`src/rtl/uart_transmitter.sv`:
```
// uart_transmitter: 8-N-1 UART transmitter, LSB first, with a byte FIFO in
// front of the serialiser. Bytes enter through a valid/ready handshake and are
// sent back-to-back while the FIFO holds data.
// Optional build macro UART_TX_PARITY_EN adds an even-parity bit between the
// data bits and the stop bit (8-E-1, 11-bit frame).
module uart_transmitter #(
   parameter int CLKS_PER_BIT = 1736,
   parameter int FIFO_DEPTH   = 16
) (
   input  logic                             i_Clock,
   input  logic                             i_Rst_N,
   input  logic                             i_Tx_DV,
   input  logic [7:0]                       i_Tx_Byte,
   output logic                             o_Tx_Ready,
   output logic                             o_Tx_Serial,
   output logic                             o_Tx_Active,
   output logic                             o_Tx_Done,
   output logic [$clog2(FIFO_DEPTH+1)-1:0]  o_Fifo_Count
);

   localparam int PW = $clog2(FIFO_DEPTH);
   localparam int CW = $clog2(FIFO_DEPTH + 1);
   localparam int TW = $clog2(CLKS_PER_BIT);
   localparam logic [CW-1:0] FULL = CW'(FIFO_DEPTH);
   localparam logic [TW-1:0] TC   = TW'(CLKS_PER_BIT - 1);

   typedef enum logic [2:0] {
      s_IDLE   = 3'd0,
      s_START  = 3'd1,
      s_DATA   = 3'd2,
`ifdef UART_TX_PARITY_EN
      s_PARITY = 3'd3,
`endif
      s_STOP   = 3'd4
   } state_t;

   // FIFO storage and pointers
   logic [7:0]    mem_q [FIFO_DEPTH];
   logic [PW-1:0] wr_ptr_q, wr_ptr_d;
   logic [PW-1:0] rd_ptr_q, rd_ptr_d;
   logic [CW-1:0] count_q, count_d;
   logic          nempty_q;
   logic          push, pop;

   // Serialiser state
   state_t        state_q, state_d;
   logic [TW-1:0] cnt_q, cnt_d;
   logic [2:0]    idx_q, idx_d;
   logic [7:0]    shift_q, shift_d;
   logic          serial_q, serial_d;

   // FIFO bookkeeping: a write needs a non-full registered count, so a pop in
   // the same cycle never lets a full FIFO accept a byte.
   always_comb begin
      push     = i_Tx_DV && (count_q != FULL);
      wr_ptr_d = wr_ptr_q;
      rd_ptr_d = rd_ptr_q;
      count_d  = count_q;
      if (push) wr_ptr_d = wr_ptr_q + 1'b1;
      if (pop)  rd_ptr_d = rd_ptr_q + 1'b1;
      case ({push, pop})
         2'b10:   count_d = count_q + 1'b1;
         2'b01:   count_d = count_q - 1'b1;
         default: count_d = count_q;
      endcase
   end

   // Frame sequencer: next state, bit timer, bit index and line level.
   // The idle pop waits on a registered non-empty flag, so a byte written
   // into an empty FIFO starts its frame two edges after it was accepted.
   always_comb begin
      state_d = state_q;
      cnt_d   = cnt_q;
      idx_d   = idx_q;
      shift_d = shift_q;
      pop     = 1'b0;
      case (state_q)
         s_IDLE: begin
            if (nempty_q && (count_q != '0)) begin
               pop     = 1'b1;
               shift_d = mem_q[rd_ptr_q];
               cnt_d   = '0;
               idx_d   = '0;
               state_d = s_START;
            end
         end
         s_START: begin
            if (cnt_q == TC) begin
               cnt_d   = '0;
               state_d = s_DATA;
            end else begin
               cnt_d = cnt_q + 1'b1;
            end
         end
         s_DATA: begin
            if (cnt_q == TC) begin
               cnt_d = '0;
               if (idx_q == 3'd7) begin
`ifdef UART_TX_PARITY_EN
                  state_d = s_PARITY;
`else
                  state_d = s_STOP;
`endif
               end else begin
                  idx_d = idx_q + 1'b1;
               end
            end else begin
               cnt_d = cnt_q + 1'b1;
            end
         end
`ifdef UART_TX_PARITY_EN
         s_PARITY: begin
            if (cnt_q == TC) begin
               cnt_d   = '0;
               state_d = s_STOP;
            end else begin
               cnt_d = cnt_q + 1'b1;
            end
         end
`endif
         s_STOP: begin
            if (cnt_q == TC) begin
               cnt_d   = '0;
               state_d = s_IDLE;
            end else begin
               cnt_d = cnt_q + 1'b1;
            end
         end
         default: begin
            cnt_d   = '0;
            state_d = s_IDLE;
         end
      endcase

      // Line level follows the state being entered so the register lines up
      // with state_q, Active and Done.
      case (state_d)
         s_START:  serial_d = 1'b0;
         s_DATA:   serial_d = shift_d[idx_d];
`ifdef UART_TX_PARITY_EN
         s_PARITY: serial_d = ^shift_d;
`endif
         default:  serial_d = 1'b1;
      endcase
   end

   // Control registers; reset aborts any frame and discards queued bytes.
   always_ff @(posedge i_Clock or negedge i_Rst_N) begin
      if (!i_Rst_N) begin
         wr_ptr_q <= '0;
         rd_ptr_q <= '0;
         count_q  <= '0;
         nempty_q <= 1'b0;
         state_q  <= s_IDLE;
         cnt_q    <= '0;
         idx_q    <= '0;
         serial_q <= 1'b1;
      end else begin
         wr_ptr_q <= wr_ptr_d;
         rd_ptr_q <= rd_ptr_d;
         count_q  <= count_d;
         nempty_q <= (count_q != '0);
         state_q  <= state_d;
         cnt_q    <= cnt_d;
         idx_q    <= idx_d;
         serial_q <= serial_d;
      end
   end

   // Data storage: FIFO entries and the shift register holding the byte on the line.
   always_ff @(posedge i_Clock) begin
      if (push) mem_q[wr_ptr_q] <= i_Tx_Byte;
      shift_q <= shift_d;
   end

   assign o_Tx_Ready   = (count_q != FULL);
   assign o_Tx_Serial  = serial_q;
   assign o_Tx_Active  = (state_q != s_IDLE);
   assign o_Tx_Done    = (state_q == s_STOP) && (cnt_q == TC);
   assign o_Fifo_Count = count_q;

endmodule

```
`config.mk`:
```
export PLATFORM = sky130hd
export DESIGN_NAME = uart_transmitter
export DESIGN_NICKNAME = d
export VERILOG_FILES = /design/src/rtl/uart_transmitter.sv
export SDC_FILE = /design/constraint.sdc
export NUM_CORES = 1
export LEC_CHECK = 0
export CELL_PAD_IN_SITES_DETAIL_PLACEMENT = 0
export CELL_PAD_IN_SITES_GLOBAL_PLACEMENT = 1
export CORE_MARGIN = 5
export CORE_UTILIZATION = 40
export DETAILED_ROUTE_END_ITERATION = 16
export MAX_ROUTING_LAYER = met4
export PLACE_DENSITY_LB_ADDON = 0.05
export SLEW_MARGIN = 25
export SYNTH_ARGS = -nofsm -noshare
export SYNTH_HDL_FRONTEND = slang
export SYNTH_SLANG_ARGS = --single-unit
```
`constraint.sdc`:
```
create_clock -name i_Clock -period 9.31 [get_ports i_Clock]
set_input_delay 2.3275 -clock i_Clock [delete_from_list [all_inputs] [get_ports i_Clock]]
set_output_delay 2.3275 -clock i_Clock [all_outputs]
set_load 0.02 [all_outputs]
```
Yosys cells after proc, flatten, opt, wreduce, memory -nomap -nowiden. Memories as Yosys holds them, arrays and structs flattened. Index checks and enable logic that the tools add are counted.

Memories kept: 1. Flip-flop bits (word level): 40. Bits of input ports: 11. Bits in writable memories: 128.

Add/sub/neg operators: 6. Order comparisons: 1. Equality and inequality tests: 11. Mux-type cells: 23. Reductions and logical operators: 8.

Memories: mem_q (words 16, width 8, rd ports 1, clocked after memory_dff 0, wr ports 1, RTL line 38) `logic [7:0] mem_q [FIFO_DEPTH];`.

Operators with widths (count): $mux W3 (8); $mux W11 (2); $pmux W11 S2 (1); $mux W8 (2); $pmux W3 S4 (1); $add A11 B1 Y11 const B (1); $eq A11 B11 Y1 const B (1); $pmux W5 S2 (1); $add A4 B1 Y4 const B (2); $eq A3 B1 Y1 const B (2); $eq A3 B2 Y1 const B (2); $eq A3 B3 Y1 const B (2); $pmux W3 S2 (1); $add A5 B1 Y5 const B (1); $mux W1 (5); $ne A5 B5 Y1 const B (1); $reduce_bool A5 Y1 (1); $sub A5 B1 Y5 const B (1); $lt A3 B4 Y1 const B (1); $add A3 B1 Y3 const B (1); $bmux W1 S3 (1); $logic_and A1 B1 Y1 (3); $logic_not A3 Y1 (1); $reduce_bool A3 Y1 (1); other kinds (6) (6).

Longest topological paths before layout.
Depth in word-level cells: 7. Depth in mapped cells: 16. Mapped depth without buffers: 13.

Least setup slack after synthesis. Ideal clock, no wire load.

Path kind: input to register. Start point: input i_Tx_DV. End point: register count_q[4] (netlist: o_Fifo_Count[4]). Slack: 4.828 ns. Cell stages on the path: 13. Buffers on the path: 2. Arrival: 4.360 ns. Setup time: 0.123 ns. Cell sequence: and2_1 > clkbuf_1 > inv_1 > ha_1 > clkbuf_1 > xor2_1 > ha_1 > o21a_1 > o22a_1 > a21oi_1 > xor2_1 > nor2_1 > xnor2_1.

Word-level cells in the longest chain between the ends: 3. Elaborated cells on any way between the ends: 5. Classes of those cells: eq/ne: 2; mux: 1; reduce/logical: 2.

RTL lines: start: declaration (RTL line 12) `input logic i_Tx_DV,`; $logic_and A1 B1 Y1 (*) (RTL line 55) `push = i_Tx_DV && (count_q != FULL);`; $eq A2 B1 Y1 / $eq A2 B2 Y1 (equally long branches) (RTL line 61) `case ({push, pop})`; $pmux W5 S2 / $reduce_bool A2 Y1 (equally long branches); end signal: assignment (RTL line 161) `count_q <= count_d;`; end: declaration (RTL line 41) `logic [CW-1:0] count_q, count_d;`.

Mark *: on every way between the ends. The rest lies on a longest branch, timed or not. A chain may end at the register's enable or synchronous reset.

Final worst setup path.
Start point: register cnt_q[0]. End point: output o_Tx_Done.

Word-level cells in the longest chain between the ends: 2.

RTL lines: start: declaration (RTL line 47) `logic [TW-1:0] cnt_q, cnt_d;`; start signal: assignment (RTL line 164) `cnt_q <= cnt_d;`; $eq A11 B11 Y1 (RTL line 179) `assign o_Tx_Done = (state_q == s_STOP) && (cnt_q == TC);`; $logic_and A1 B1 Y1 (RTL line 179); end: declaration (RTL line 17) `output logic o_Tx_Done,`.

No other way between the ends.

==> impl_metrics.csv <==
group,metric,value,unit
clock_tree,cts_buffers,17,
timing,tightest_slew,1.02,ns
power,power_leakage,2.83,nW
power,powerDensity,224,mW/mm^2
timing,fin_crit_sh,52.6,%
clock_tree,clkSinkCount,168,
final_layout,antennaDiodeCount,0,
run,maxCapViolCount,0,
setup_path,startpoint_type,"register",
timing,final.min_clock_period,4.89,ns
run_status,status,"complete, no violations",
synth,seq_area_frac_synth,67.2,%
final_layout,area.growth.synth_to_final,14.3,%
floorplanning,io_pins,20,
setup_path,path_buf_inv,1,
floorplanning,die_w,144,microns
timing,slew_violations,0,
power,pwr-share-seq,51.1,%
clock_tree,clkTransAtPathRegs,0.07,ns
synth,synth_common_cells,"edfxtp_1 (128), nand2_1 (42), mux4_2 (36)",
global_routing,grt_pass1_vias,4024,
timing,finClkSkew,0.0139,ns
detailed_routing,drc,0,
timing,clock.fmax,0.204,GHz
clock_tree,cts_setup_buffers,0,
timing,rsz0062_at_grt,"false",
detailed_routing,wl_per_cell,21.1,microns
place,gp_congestion,0.758,
setup_path,critPathArrivalTime,2.57,ns
detailed_routing,first_pass_iters,4,
final_layout,regArea,0.00481,sq mm
detailed_routing,ant_nets,0,
detailed_routing,drtIter0Drc,175,
floorplanning,dieArea,0.0206,sq mm
setup_path,r2r-start,"o_Fifo_Count[1]",
final_layout,nFillCells,1514,
clock_tree,post_cts_resized,0,
synth,syn_area_per_cell,16.0,sq um
setup_path,crit_type,"reg2out",
power,p_clk_share,36.7,%
floorplanning,rows,48,
setup_path,slowest_delay,0.65,ns
synth,synth_edf_count,128,
synth,synth_area,0.00715,sq mm
detailed_routing,vias,3836,
floorplanning,placeableCoreArea,0.0174,sq mm
synth,synth-seq-cells,168,
setup_path,crit_fanout,6,
timing,fin_tns_setup,0,ns
place,port_buffers,19,
timing,setup_viol,0,
timing,fin_ws,4.42,ns
global_routing,grt_max_degree,33,
synth,syn_inst,446,
detailed_routing,drt-total-wl,15.1,mm
final_layout,final_layout_size_suffix_gt1_share,19.8,%
global_routing,antenna_found_initial,0,
final_layout,final_nets,499,
synth,synth_top_area_cell,"edfxtp_1",
timing,hold_viol,0,
clock_tree,cts_tree,"yes",
setup_path,critPathTopFamily,"simple AND/OR/NAND/NOR gates",
synth,ys_types,59,
final_layout,multi_input_area,0.00218,sq mm
setup_path,reg2regPathDepth,12,
timing,slew-limit-headroom,31.7,%
place,dp_slack,4.35,ns
setup_path,required,6.98,ns
setup_path,worst-path-stages,5,
setup_path,crit_start,"cnt_q[0]",
setup_path,reg2reg_slack,5.78,ns
global_routing,grt.overflow.total,0,
synth,async_flop_share,19.0,%
setup_path,timing.rr.end,"o_Fifo_Count[4]",
floorplanning,fp.dieH,144,microns
power,switching_share,27.2,%
power,ir_drop,128,uV
clock_tree,cts_max_level,4,
setup_path,cpMaxStageDelayCell,"clkdlybuf4s50_1",
place,dpl.hpwl,9.52,mm
setup_path,path_cells,"ha_1 -> and2_0 -> nand4_1 -> nor4b_1 -> clkdlybuf4s50_1",
setup_path,end_kind,"output port",
clock_tree,clk_latency,0.43,ns
global_routing,grt.total_usage,16.3,%
synth,synth.top_cell.area_share,53.8,%
final_layout,final_util,46.9,%
setup_path,crit_end,"o_Tx_Done",
detailed_routing,viasPerCell,5.37,
clock_tree,clockBufferDepth,2,
hold_path,hold_path_class,"reg2reg",
power,p_switching,0.000497,W
clock_tree,ctsRootBufferMaster,"clkbuf_16",
clock_tree,ctsHoldBuffers,0,
synth,synth_most_common_cell,"edfxtp_1",
power,comb_power_share,12.2,%
floorplanning,initial_core_util,41.0,%
synth,synth_area_leaders,"edfxtp_1 (54%), mux4_2 (11%), dfrtp_1 (11%), dfxtp_1 (2.2%), nand2_1 (2.2%)",
power,intPower,0.00133,W
synth,ys_warn_count,0,
synth,synthesis.nets,468,
synth,ys.flop_type,"edfxtp_1",
global_routing,grt_first_pass_wirelength,23.8,mm
==> flip-flops by register name (all words and copies together), names as in the netlist <==
name	flops
cnt_q	11
idx_q	3
rd_ptr_q	4
state_q	3
mem_q	128
o_Fifo_Count	5
wr_ptr_q	4
o_Tx_Serial	1
nempty_q	1
shift_q	8
==> routing by layer <==
| layer | part of all wire (%) | global-route usage (%) |
|---|---|---|
| met5 | 0 | - |
| met1 | 45 | 20.6 |
| met2 | 51 | 27.1 |
| met4 | 1.0 | 4.61 |
| met3 | 2.6 | 3.00 |
==> logic make-up after synthesis <==
kind of cell | count (synthesis) | synth area share [%]
adder cells (fa/ha/maj) | 11 | 1.93
multiplexers | 48 | 13.1
AO/OA/AOI/OAI | 58 | 5.50
XOR/XNOR | 17 | 2.08
AND/OR/NAND/NOR | 110 | 7.86
buffers and inverters | 34 | 2.33
flip-flops | 168 | 67.2
==> stage by stage <==
step / power (W) / cells / instance area [sq um] / hold slack (ns)
2_1_floorplan: 0.00108 / 446 / 7150 / 0.417
3_3_place_gp: 0.00117 / 683 / 7610 / 0.429
3_5_place_dp: 0.00118 / 683 / 7610 / 0.435
4_1_cts: 0.00185 / 715 / 8170 / 0.448
5_1_grt: 0.00191 / 715 / 8170 / 0.476
6_report: 0.00183 / 715 / 8170 / 0.443
==> worst min-delay path by stage <==
stage | startpoint | to | slack, ns | depth (start not counted)
after CTS | shift_q[3] | shift_q[3] | 0.45 | 2
after global placement | shift_q[1] | shift_q[1] | 0.43 | 2
after global routing | shift_q[3] | shift_q[3] | 0.48 | 2
after floorplan | shift_q[1] | shift_q[1] | 0.42 | 2
after detailed placement | shift_q[3] | shift_q[3] | 0.44 | 2
final | shift_q[3] | shift_q[3] | 0.44 | 2
==> power by group through the flow <==
stage | Sequential (W) | Clock [W] | Combinational [W]
2_1_floorplan | 0.000938 | 0 | 0.000142
3_3_place_gp | 0.000948 | 0 | 0.000227
3_5_place_dp | 0.000951 | 0 | 0.000228
4_1_cts | 0.000936 | 0.000687 | 0.000228
5_1_grt | 0.000945 | 0.000723 | 0.000246
6_report | 0.000934 | 0.000672 | 0.000223
==> cells in the final DEF, fill, tap and decap left out, types with 3 or more instances in the layout <==
master and count:
nand3_1 7, nor3_1 4, and3_1 5, xnor2_1 10
dfrtp_1 31, nand2b_1 6, nor3b_1 3, nand4_1 5
mux4_2 36, a32o_1 3, dfxtp_1 8, buf_4 15
inv_1 11, edfxtp_1 128, clkdlybuf4s50_1 18, clkinv_4 3
o21ai_0 20, mux2_2 4, xor2_1 7, a21oi_1 10
nor2_1 20, inv_8 4, nand2_1 42, inv_6 3
ha_1 11, clkbuf_16 17, mux2i_1 8
==> tightest hold or removal path, stage by stage (launching register included) <==
cell and delay, ns:
dfxtp_1 0.31, nand2_1 0.05, nand2_1 0.04
==> area by class of cell <==
class | count | area share, %
multi-input combinational | 244 | 26.6
tap | 225 | 3.45
clock inverter | 14 | 1.64
clock buffer | 18 | 5.25
inverter | 12 | 0.551
timing repair buffer | 34 | 3.64
sequential | 168 | 58.8
(Power assumes the default switching activity.)
